[config.mk]
export PLATFORM = sky130hd
export DESIGN_NAME = mem_arbiter
export DESIGN_NICKNAME = d
export VERILOG_FILES = /design/src/rtl/mem_arb_pkg.sv /design/src/rtl/mem_arb_sel.sv /design/src/rtl/mem_arbiter.sv
export SDC_FILE = /design/constraint.sdc
export NUM_CORES = 1
export LEC_CHECK = 0
export ABC_AREA = 1
export BUFFER_PORTS_ARGS = -buffer_cell sky130_fd_sc_hd__clkbuf_2
export CAP_MARGIN = 20
export CELL_PAD_IN_SITES_DETAIL_PLACEMENT = 2
export CELL_PAD_IN_SITES_GLOBAL_PLACEMENT = 2
export CORE_AREA = 2 2 340 342
export CTS_BUF_LIST = sky130_fd_sc_hd__clkbuf_2
export DETAILED_ROUTE_END_ITERATION = 7
export DIE_AREA = 0 0 342 344
export PLACE_DENSITY = 0.51
export SETUP_SLACK_MARGIN = 0.2
export SYNTH_ARGS = -nofsm -noshare
export SYNTH_HDL_FRONTEND = slang
export SYNTH_SLANG_ARGS = --single-unit
[constraint.sdc]
create_clock -name clk -period 2.9 [get_ports clk]
set_clock_uncertainty 0.05 [all_clocks]
set_input_delay 0.145 -clock clk [delete_from_list [all_inputs] [get_ports clk]]
set_output_delay 0.145 -clock clk [all_outputs]
set_load 0.02 [all_outputs]
[src/rtl/mem_arb_pkg.sv]
// Shared types and width defaults for the two-port cache-to-memory arbiter.
// MEM_ARB_ROUND_ROBIN_EN selects round-robin ties instead of D-cache priority.
package mem_arb_pkg;

  localparam int MEM_ARB_ADDR_W = 28;
  localparam int MEM_ARB_LINE_W = 128;

  typedef enum logic [1:0] {
    IDLE  = 2'd0,
    GNT_I = 2'd1,
    GNT_D = 2'd2
  } arb_state_t;

  typedef enum logic {
    LG_I = 1'b0,
    LG_D = 1'b1
  } last_grant_t;

endpackage

[src/rtl/mem_arb_sel.sv]
// Next-grant selection between I-cache and D-cache requests.
// MEM_ARB_ROUND_ROBIN_EN: ties go to the port that did not complete last; otherwise D wins.
module mem_arb_sel
  import mem_arb_pkg::*;
(
  input  logic        i_req,
  input  logic        d_req,
  input  last_grant_t last_grant,
  output logic        grant_d
);

`ifdef MEM_ARB_ROUND_ROBIN_EN
  assign grant_d = d_req & (~i_req | (last_grant == LG_I));
`else
  logic w_unused_sel;
  assign w_unused_sel = i_req ^ logic'(last_grant);
  assign grant_d      = d_req;
`endif

endmodule

[src/rtl/mem_arbiter.sv]
// Arbitrates the I-cache and D-cache line ports onto one shared memory port.
// MEM_ARB_ROUND_ROBIN_EN enables round-robin arbitration; default is D-cache priority.
//
// state | meaning
// IDLE  | no grant; memory port and both ready strobes held at 0
// GNT_I | I-cache port forwarded to memory until mem_ready or request drop
// GNT_D | D-cache port forwarded to memory until mem_ready or request drop
module mem_arbiter
  import mem_arb_pkg::*;
#(
  parameter int ADDR_W = MEM_ARB_ADDR_W,
  parameter int LINE_W = MEM_ARB_LINE_W
) (
  input  logic              clk,
  input  logic              proc_reset_n,
  input  logic              i_read,
  input  logic              i_write,
  input  logic [ADDR_W-1:0] i_addr,
  input  logic [LINE_W-1:0] i_wdata,
  output logic [LINE_W-1:0] i_rdata,
  output logic              i_ready,
  input  logic              d_read,
  input  logic              d_write,
  input  logic [ADDR_W-1:0] d_addr,
  input  logic [LINE_W-1:0] d_wdata,
  output logic [LINE_W-1:0] d_rdata,
  output logic              d_ready,
  output logic              mem_read,
  output logic              mem_write,
  output logic [ADDR_W-1:0] mem_addr,
  output logic [LINE_W-1:0] mem_wdata,
  input  logic [LINE_W-1:0] mem_rdata,
  input  logic              mem_ready
);

  arb_state_t  r_state;
  arb_state_t  w_state_nxt;
  last_grant_t w_last_grant;
  logic        w_i_req;
  logic        w_d_req;
  logic        w_grant_d;

  assign w_i_req = i_read | i_write;
  assign w_d_req = d_read | d_write;

  always_ff @(posedge clk) begin
    if (!proc_reset_n) r_state <= IDLE;
    else               r_state <= w_state_nxt;
  end

`ifdef MEM_ARB_ROUND_ROBIN_EN
  last_grant_t r_last_grant;

  always_ff @(posedge clk) begin
    if (!proc_reset_n)
      r_last_grant <= LG_I;
    else if (mem_ready && r_state == GNT_I)
      r_last_grant <= LG_I;
    else if (mem_ready && r_state == GNT_D)
      r_last_grant <= LG_D;
  end

  assign w_last_grant = r_last_grant;
`else
  assign w_last_grant = LG_I;
`endif

  mem_arb_sel u_sel (
    .i_req      (w_i_req),
    .d_req      (w_d_req),
    .last_grant (w_last_grant),
    .grant_d    (w_grant_d)
  );

  always_comb begin
    w_state_nxt = r_state;
    mem_read    = 1'b0;
    mem_write   = 1'b0;
    mem_addr    = '0;
    mem_wdata   = '0;
    i_ready     = 1'b0;
    i_rdata     = '0;
    d_ready     = 1'b0;
    d_rdata     = '0;
    case (r_state)
      IDLE: begin
        if (w_i_req || w_d_req) w_state_nxt = w_grant_d ? GNT_D : GNT_I;
      end
      GNT_I: begin
        mem_read  = i_read;
        mem_write = i_write;
        mem_addr  = i_addr;
        mem_wdata = i_wdata;
        i_ready   = mem_ready;
        i_rdata   = mem_rdata;
        if (mem_ready)     w_state_nxt = w_d_req ? GNT_D : IDLE;
        else if (!w_i_req) w_state_nxt = IDLE;
      end
      GNT_D: begin
        mem_read  = d_read;
        mem_write = d_write;
        mem_addr  = d_addr;
        mem_wdata = d_wdata;
        d_ready   = mem_ready;
        d_rdata   = mem_rdata;
        // Request levels in the completion cycle decide whether D keeps the port.
        if (mem_ready) begin
`ifdef MEM_ARB_ROUND_ROBIN_EN
          w_state_nxt = w_i_req ? GNT_I : IDLE;
`else
          if (w_i_req || w_d_req) w_state_nxt = w_grant_d ? GNT_D : GNT_I;
          else                    w_state_nxt = IDLE;
`endif
        end else if (!w_d_req) begin
          w_state_nxt = IDLE;
        end
      end
      default: w_state_nxt = IDLE;
    endcase
  end

endmodule

==> impl_metrics.env, run 1 <==
export IMPL_p_leak_nw=7.28
export IMPL_relSlewSlack=0.621
export IMPL_end_kind="output port"
export IMPL_ys_ff_latch=2
export IMPL_grt_util_met2=0.188
export IMPL_use_met1=0.121
export IMPL_cp_arrival_ns=2.27
export IMPL_yosysTopAreaCellShare=0.469
export IMPL_ctsResizeCount=0
export IMPL_worst_path_max_fanout=25
export IMPL_layout_nets=2387
export IMPL_yosys_warnings=0
export IMPL_clkSinkCount=2
export IMPL_cpLargestDelayFamily="buffers and inverters"
export IMPL_wl_um=65200
export IMPL_critPathBufInv=4
export IMPL_seq_area_frac_synth=0.00859
export IMPL_hold_viol_final=0
export IMPL_grt_setup_unrepaired="no"
export IMPL_slowest_delay_ns=0.40
export IMPL_syn_area_um2=4660
export IMPL_swShare=0.701
export IMPL_drcViolationCount=0
export IMPL_cts_tree="built"
export IMPL_synth_compound_area_frac=0.172
export IMPL_setup_violations=0
export IMPL_root_buffer="clkbuf_2"
export IMPL_synth_edff_count=0
export IMPL_hpwl_um=59600
export IMPL_area_delta_synth_final_pct=133
export IMPL_yosysTopAreaCell="nand2_1"
export IMPL_yosys_top_cells_area="nand2_1 (47%), inv_1 (21%), a21oi_1 (17%), buf_2 (4.6%), buf_4 (3.1%)"
export IMPL_yosysMostFrequentCell="nand2_1"
export IMPL_cts_buffers=3
export IMPL_yosysUniqueCellTypes=14
export IMPL_holdCritPathClass="primary input to flop"
export IMPL_port_buffers=862
export IMPL_post_cts_setup_buffer_count=0
export IMPL_drtIter0Drc=186
export IMPL_largestRegisters="r_state: 2 flops"
export IMPL_r2r_slack_ns=1.07
export IMPL_grt_use_met3=0.0287
export IMPL_die_w_um=342
export IMPL_syn_nets=1559
export IMPL_clockBufferDepth=2
export IMPL_start_kind="flop"
export IMPL_internal_power_mw=1.29
export IMPL_synthXorXnorAreaFrac=0
export IMPL_core_um2=114000
export IMPL_initial_core_util=0.0409
export IMPL_worst_pin_slew_ns=0.568
export IMPL_power_share_clock=0.011
export IMPL_slowest_stage="dfxtp_1"
export IMPL_outcome="finished clean"
export IMPL_p_switching_mw=3.02
export IMPL_p_per_area_nw_per_um2=397
export IMPL_viasPerCell=2.86
export IMPL_maxSlewViolCount=0
export IMPL_hold_buffers=0
export IMPL_irDropWorstVdd_uv=133
export IMPL_path_cells="inv_1 -> ha_1 -> inv_6 -> buf_4 -> a21oi_1 -> clkbuf_2"
export IMPL_synth_area_mux_share=0
export IMPL_drt_pass1_iterations=6
export IMPL_routabilityCongestion=0.802
export IMPL_setup_tns_final_ns=0
export IMPL_grt_pass1_vias=10302
export IMPL_whs_ns=0.143
export IMPL_largest_reg_flops=2
export IMPL_cp_required_ns=2.71
export IMPL_clock_latency_ns=0.22
export IMPL_period_share=0.850
export IMPL_maxCapViolCount=0
export IMPL_synth_top_family_by_area="simple AND/OR/NAND/NOR gates"
export IMPL_p_seq_frac=0.010
export IMPL_crit_type="flop to output port"
export IMPL_synthCells=1108
export IMPL_grt_busiest_layer="met2"
export IMPL_largest_register="r_state"
export IMPL_avgSynthCellArea_um2=4.21
export IMPL_grt_start_max_net_pins=63
export IMPL_dieHeight_um=344
export IMPL_antenna_found_initial=25
export IMPL_wire_per_inst_um=18.9
export IMPL_htree_levels=1
export IMPL_grt_overflow=0
export IMPL_fmax_ghz=0.406
export IMPL_synth_flop_cell="dfxtp_1"
export IMPL_comb_power_share=0.979
export IMPL_drive_above_1_share=0.471
export IMPL_ioPinCount=863
export IMPL_dieArea_um2=118000
export IMPL_ys_async_sr_fraction=0
export IMPL_gr_usage_all_layers=0.102
export IMPL_ys_top_cells_by_count="nand2_1 (582), inv_1 (265), a21oi_1 (159)"
export IMPL_min_period_ns=2.47
export IMPL_via_count=9875
export IMPL_ant_nets=0
export IMPL_synthSimpleGateAreaFrac=0.480
export IMPL_grt_pass1_wl_um=84700
export IMPL_clkSlewWorstSetupHoldPaths_ns=0.04
export IMPL_synth_fa_ha_area_frac=0.0107
export IMPL_row_count=124
==> routing by layer <==
layer	up-vias	wire length, um
li1	4812	-
met1	4514	26200
met2	464	32800
met3	55	5060
met4	30	951
met5	-	172
==> layout make-up <==
cell class	instances	area (um^2)
fill	14240	103000
clock buffer	3	15.0
antenna	4	10.0
inverter	267	1010
tap	1512	1890
multi-input combinational	758	3110
sequential	2	40.0
timing repair buffer	904	4770
==> power groups by stage <==
stage / Combinational (mW) / Sequential [mW] / Clock (mW)
after floorplan: 2.29 / 0.0375 / 0
after global placement: 4.38 / 0.0408 / 0
after detailed placement: 4.39 / 0.0415 / 0
after CTS: 4.41 / 0.0411 / 0.0475
after global routing: 4.64 / 0.0416 / 0.0503
final: 4.22 / 0.0410 / 0.0484
==> worst register-to-register path: stages (launching register included) <==
cell and delay, ns:
dfxtp_1 0.33, inv_1 0.16, ha_4 0.30, buf_12 0.28
nand3_1 0.15, nand3_1 0.20, nand2_1 0.10, nand2_1 0.09
nor2_1 0.04
==> layout by cell type (no fill, tap or decap) <==
cell type / count
diode_2: 4
inv_6: 1
nand3_1: 5
inv_2: 1
o21ai_0: 1
clkbuf_2: 865
ha_1: 2
buf_12: 11
a21oi_1: 159
inv_1: 265
buf_4: 31
ha_4: 2
nor2_1: 7
dfxtp_1: 2
nand2_1: 582
==> final timing paths <==
path,endpoint,from,cells past startpoint
hold reg to reg,r_state[0]$_SDFFE_PN0P_,r_state[0]$_SDFFE_PN0P_,4
setup reg to reg,r_state[1]$_SDFFE_PN0P_,r_state[1]$_SDFFE_PN0P_,8
setup / recovery,mem_wdata[2],r_state[0]$_SDFFE_PN0P_,6
hold / removal,r_state[0]$_SDFFE_PN0P_,proc_reset_n,3
==> through the flow <==
stage                     cell area, um^2  utilization  cells  setup WS, ns  total power [mW]
after floorplan                      4660            -   1108          1.28              2.32
after global placement              10800       0.0950   3443         0.476              4.43
after detailed placement            10800       0.0950   3443         0.456              4.43
after CTS                           10800       0.0951   3446         0.233              4.49
after global routing                10800       0.0951   3446         0.201              4.73
final                               10800       0.0952   3450         0.434              4.31
==> cell families after synthesis <==
group	count (synthesis)
adders and majority gates	4
AOI/OAI and AO/OA	160
DFF	2
buffers and inverters	348
and+or+nand+nor	594
No activity file was read; power rests on OpenSTA's default activity.
==> run 2: changes to the inputs <==
- CELL_PAD_IN_SITES_DETAIL_PLACEMENT: 2 -> 0
- CELL_PAD_IN_SITES_GLOBAL_PLACEMENT: 2 -> 1
- CORE_AREA: 2 2 340 342 -> 2 2 333 335
- DIE_AREA: 0 0 342 344 -> 0 0 335 337
- PLACE_DENSITY: 0.51 -> 0.41
==> run 2 against run 1 <==
Sequential cell count unchanged. Sequential share of layout area about the same. Critical path depth up 1. Final cell count down 2.3%. First-iteration DRC count up 83%. Count of clock-buffer cells in the layout unchanged. Global-route usage about the same. Core utilization up 0.28 points. Worst hold slack better by 0.0023 ns. Register-to-register slack better by 0.07 ns. Setup slack better by 0.044 ns.
==> impl_metrics.env, run 2 (synthesized netlist as in run 1, its figures left out) <==
export IMPL_outcome="finished clean"
export IMPL_ctsResizeCount=0
export IMPL_worst_path_max_fanout=44
export IMPL_largest_register="r_state"
export IMPL_grt_start_max_net_pins=61
export IMPL_r2r_slack_ns=1.14
export IMPL_via_count=9542
export IMPL_cts_buffers=3
export IMPL_root_buffer="clkbuf_2"
export IMPL_worstRegToRegCells=8
export IMPL_clock_latency_ns=0.20
export IMPL_wire_per_inst_um=18.8
export IMPL_clkSlewWorstSetupHoldPaths_ns=0.03
export IMPL_drt_pass1_iterations=5
export IMPL_grt_setup_unrepaired="no"
export IMPL_irDropWorstVdd_uv=165
export IMPL_ant_nets=0
export IMPL_drcViolationCount=0
export IMPL_start_kind="flop"
export IMPL_end_kind="output port"
export IMPL_worst_pin_slew_ns=0.503
export IMPL_drtIter0Drc=341
export IMPL_port_buffers=862
export IMPL_min_period_ns=2.42
export IMPL_wl_um=63300
export IMPL_maxCapViolCount=0
export IMPL_cts_tree="built"
export IMPL_htree_levels=1
export IMPL_holdCritPathClass="primary input to flop"
export IMPL_mostFrequentLayoutCell="clkbuf_2"
export IMPL_setup_tns_final_ns=0
export IMPL_crit_type="flop to output port"
export IMPL_routabilityCongestion=0.791
export IMPL_dieArea_um2=113000
export IMPL_grt_pass1_vias=9119
export IMPL_grt_pass1_wl_um=78500
export IMPL_p_per_area_nw_per_um2=388
export IMPL_antenna_found_initial=18
export IMPL_relSlewSlack=0.665
export IMPL_clkSinkCount=2
export IMPL_p_leak_nw=7.28
export IMPL_largest_reg_flops=2
export IMPL_period_share=0.835
export IMPL_min_from="proc_reset_n"
export IMPL_layout_nets=2386
export IMPL_r2r_start="r_state[1]$_SDFFE_PN0P_"
export IMPL_row_count=122
export IMPL_hold_buffers=0
export IMPL_detailedPlace_worstSlack_ns=0.660
export IMPL_dpl_cell_area_um2=10700
export IMPL_gr_usage_all_layers=0.103
export IMPL_crit_start="r_state[0]$_SDFFE_PN0P_"
export IMPL_initial_core_util=0.0425
export IMPL_hpwl_um=58000
export IMPL_die_w_um=335
export IMPL_largestRegisters="r_state: 2 flops"
export IMPL_cp_arrival_ns=2.23
export IMPL_final_cell_area_um2=10700
export IMPL_core_um2=110000
export IMPL_grt_overflow=0
export IMPL_worstSetupEndpoint="mem_wdata[99]"
export IMPL_clockBufferDepth=2
export IMPL_ioPinCount=863
export IMPL_dieHeight_um=337
export IMPL_cp_required_ns=2.71
export IMPL_hold_viol_final=0
export IMPL_final_cell_mix="clkbuf_2 (865), nand2_1 (582), inv_1 (265)"
export IMPL_maxSlewViolCount=0
export IMPL_r2r_end="r_state[1]$_SDFFE_PN0P_"
export IMPL_report_power_total_mw=4.17
export IMPL_fmax_ghz=0.413
export IMPL_setup_violations=0
export IMPL_area_delta_synth_final_pct=130
export IMPL_setup_ws_ns=0.478
export IMPL_fillers=13292
export IMPL_viasPerCell=2.83
export IMPL_drive_above_1_share=0.471
export IMPL_post_cts_setup_buffer_count=0
==> run 2: cell types whose count changed in the layout (fill, tap and decap cells not counted), sizes merged <==
| cell | previous run | this run |
|---|---|---|
| buf | 42 | 41 |
| diode | 4 | 13 |
==> run 2: how the worst min path moves through the flow <==
stage / endpoint / depth (start not counted) / slack, ns
floorplan: r_state[1]$_SDFFE_PN0P_ / 2 / 0.22
global placement: r_state[1]$_SDFFE_PN0P_ / 3 / 0.36
detailed placement: r_state[1]$_SDFFE_PN0P_ / 3 / 0.35
CTS: r_state[1]$_SDFFE_PN0P_ / 3 / 0.13
global route: r_state[1]$_SDFFE_PN0P_ / 3 / 0.15
finish: r_state[1]$_SDFFE_PN0P_ / 3 / 0.15
==> run 2: power breakdown <==
group / internal [mW] / switching, mW
Clock: 0.0276 / 0.0193
Combinational: 1.20 / 2.88
Sequential: 0.0336 / 0.00730
==> run 2: layer usage <==
metal	vias up	GRT usage	share of wire
met5	-	0.0157	0.00065
met4	6	0.0242	0.024
met1	4213	0.113	0.39
met2	459	0.194	0.52
met3	40	0.0244	0.067
li1	4824	-	-
==> run 2: cell type report <==
class	instances	area [um^2]	share of cell area
timing repair buffer	903	4750	0.442
sequential	2	40.0	0.00373
clock buffer	3	15.0	0.00140
tap	1426	1780	0.166
inverter	267	1010	0.0938
multi-input combinational	758	3110	0.290
antenna	13	32.5	0.00303
==> run 2: worst max-delay path, stage by stage (launching register included) <==
cell      delay, ns
dfxtp_1        0.34
inv_1          0.15
ha_4           0.34
buf_12         0.28
buf_12         0.23
nand2_1        0.20
a21oi_1        0.18
clkbuf_2       0.20
==> run 2: metrics by stage <==
step | hold slack, ns | util | cells
3_5_place_dp | 0.348 | 0.0975 | 3356
6_report | 0.145 | 0.0980 | 3372
3_3_place_gp | 0.364 | 0.0975 | 3356
4_1_cts | 0.129 | 0.0977 | 3359
5_1_grt | 0.154 | 0.0980 | 3372
2_1_floorplan | 0.215 | - | 1108
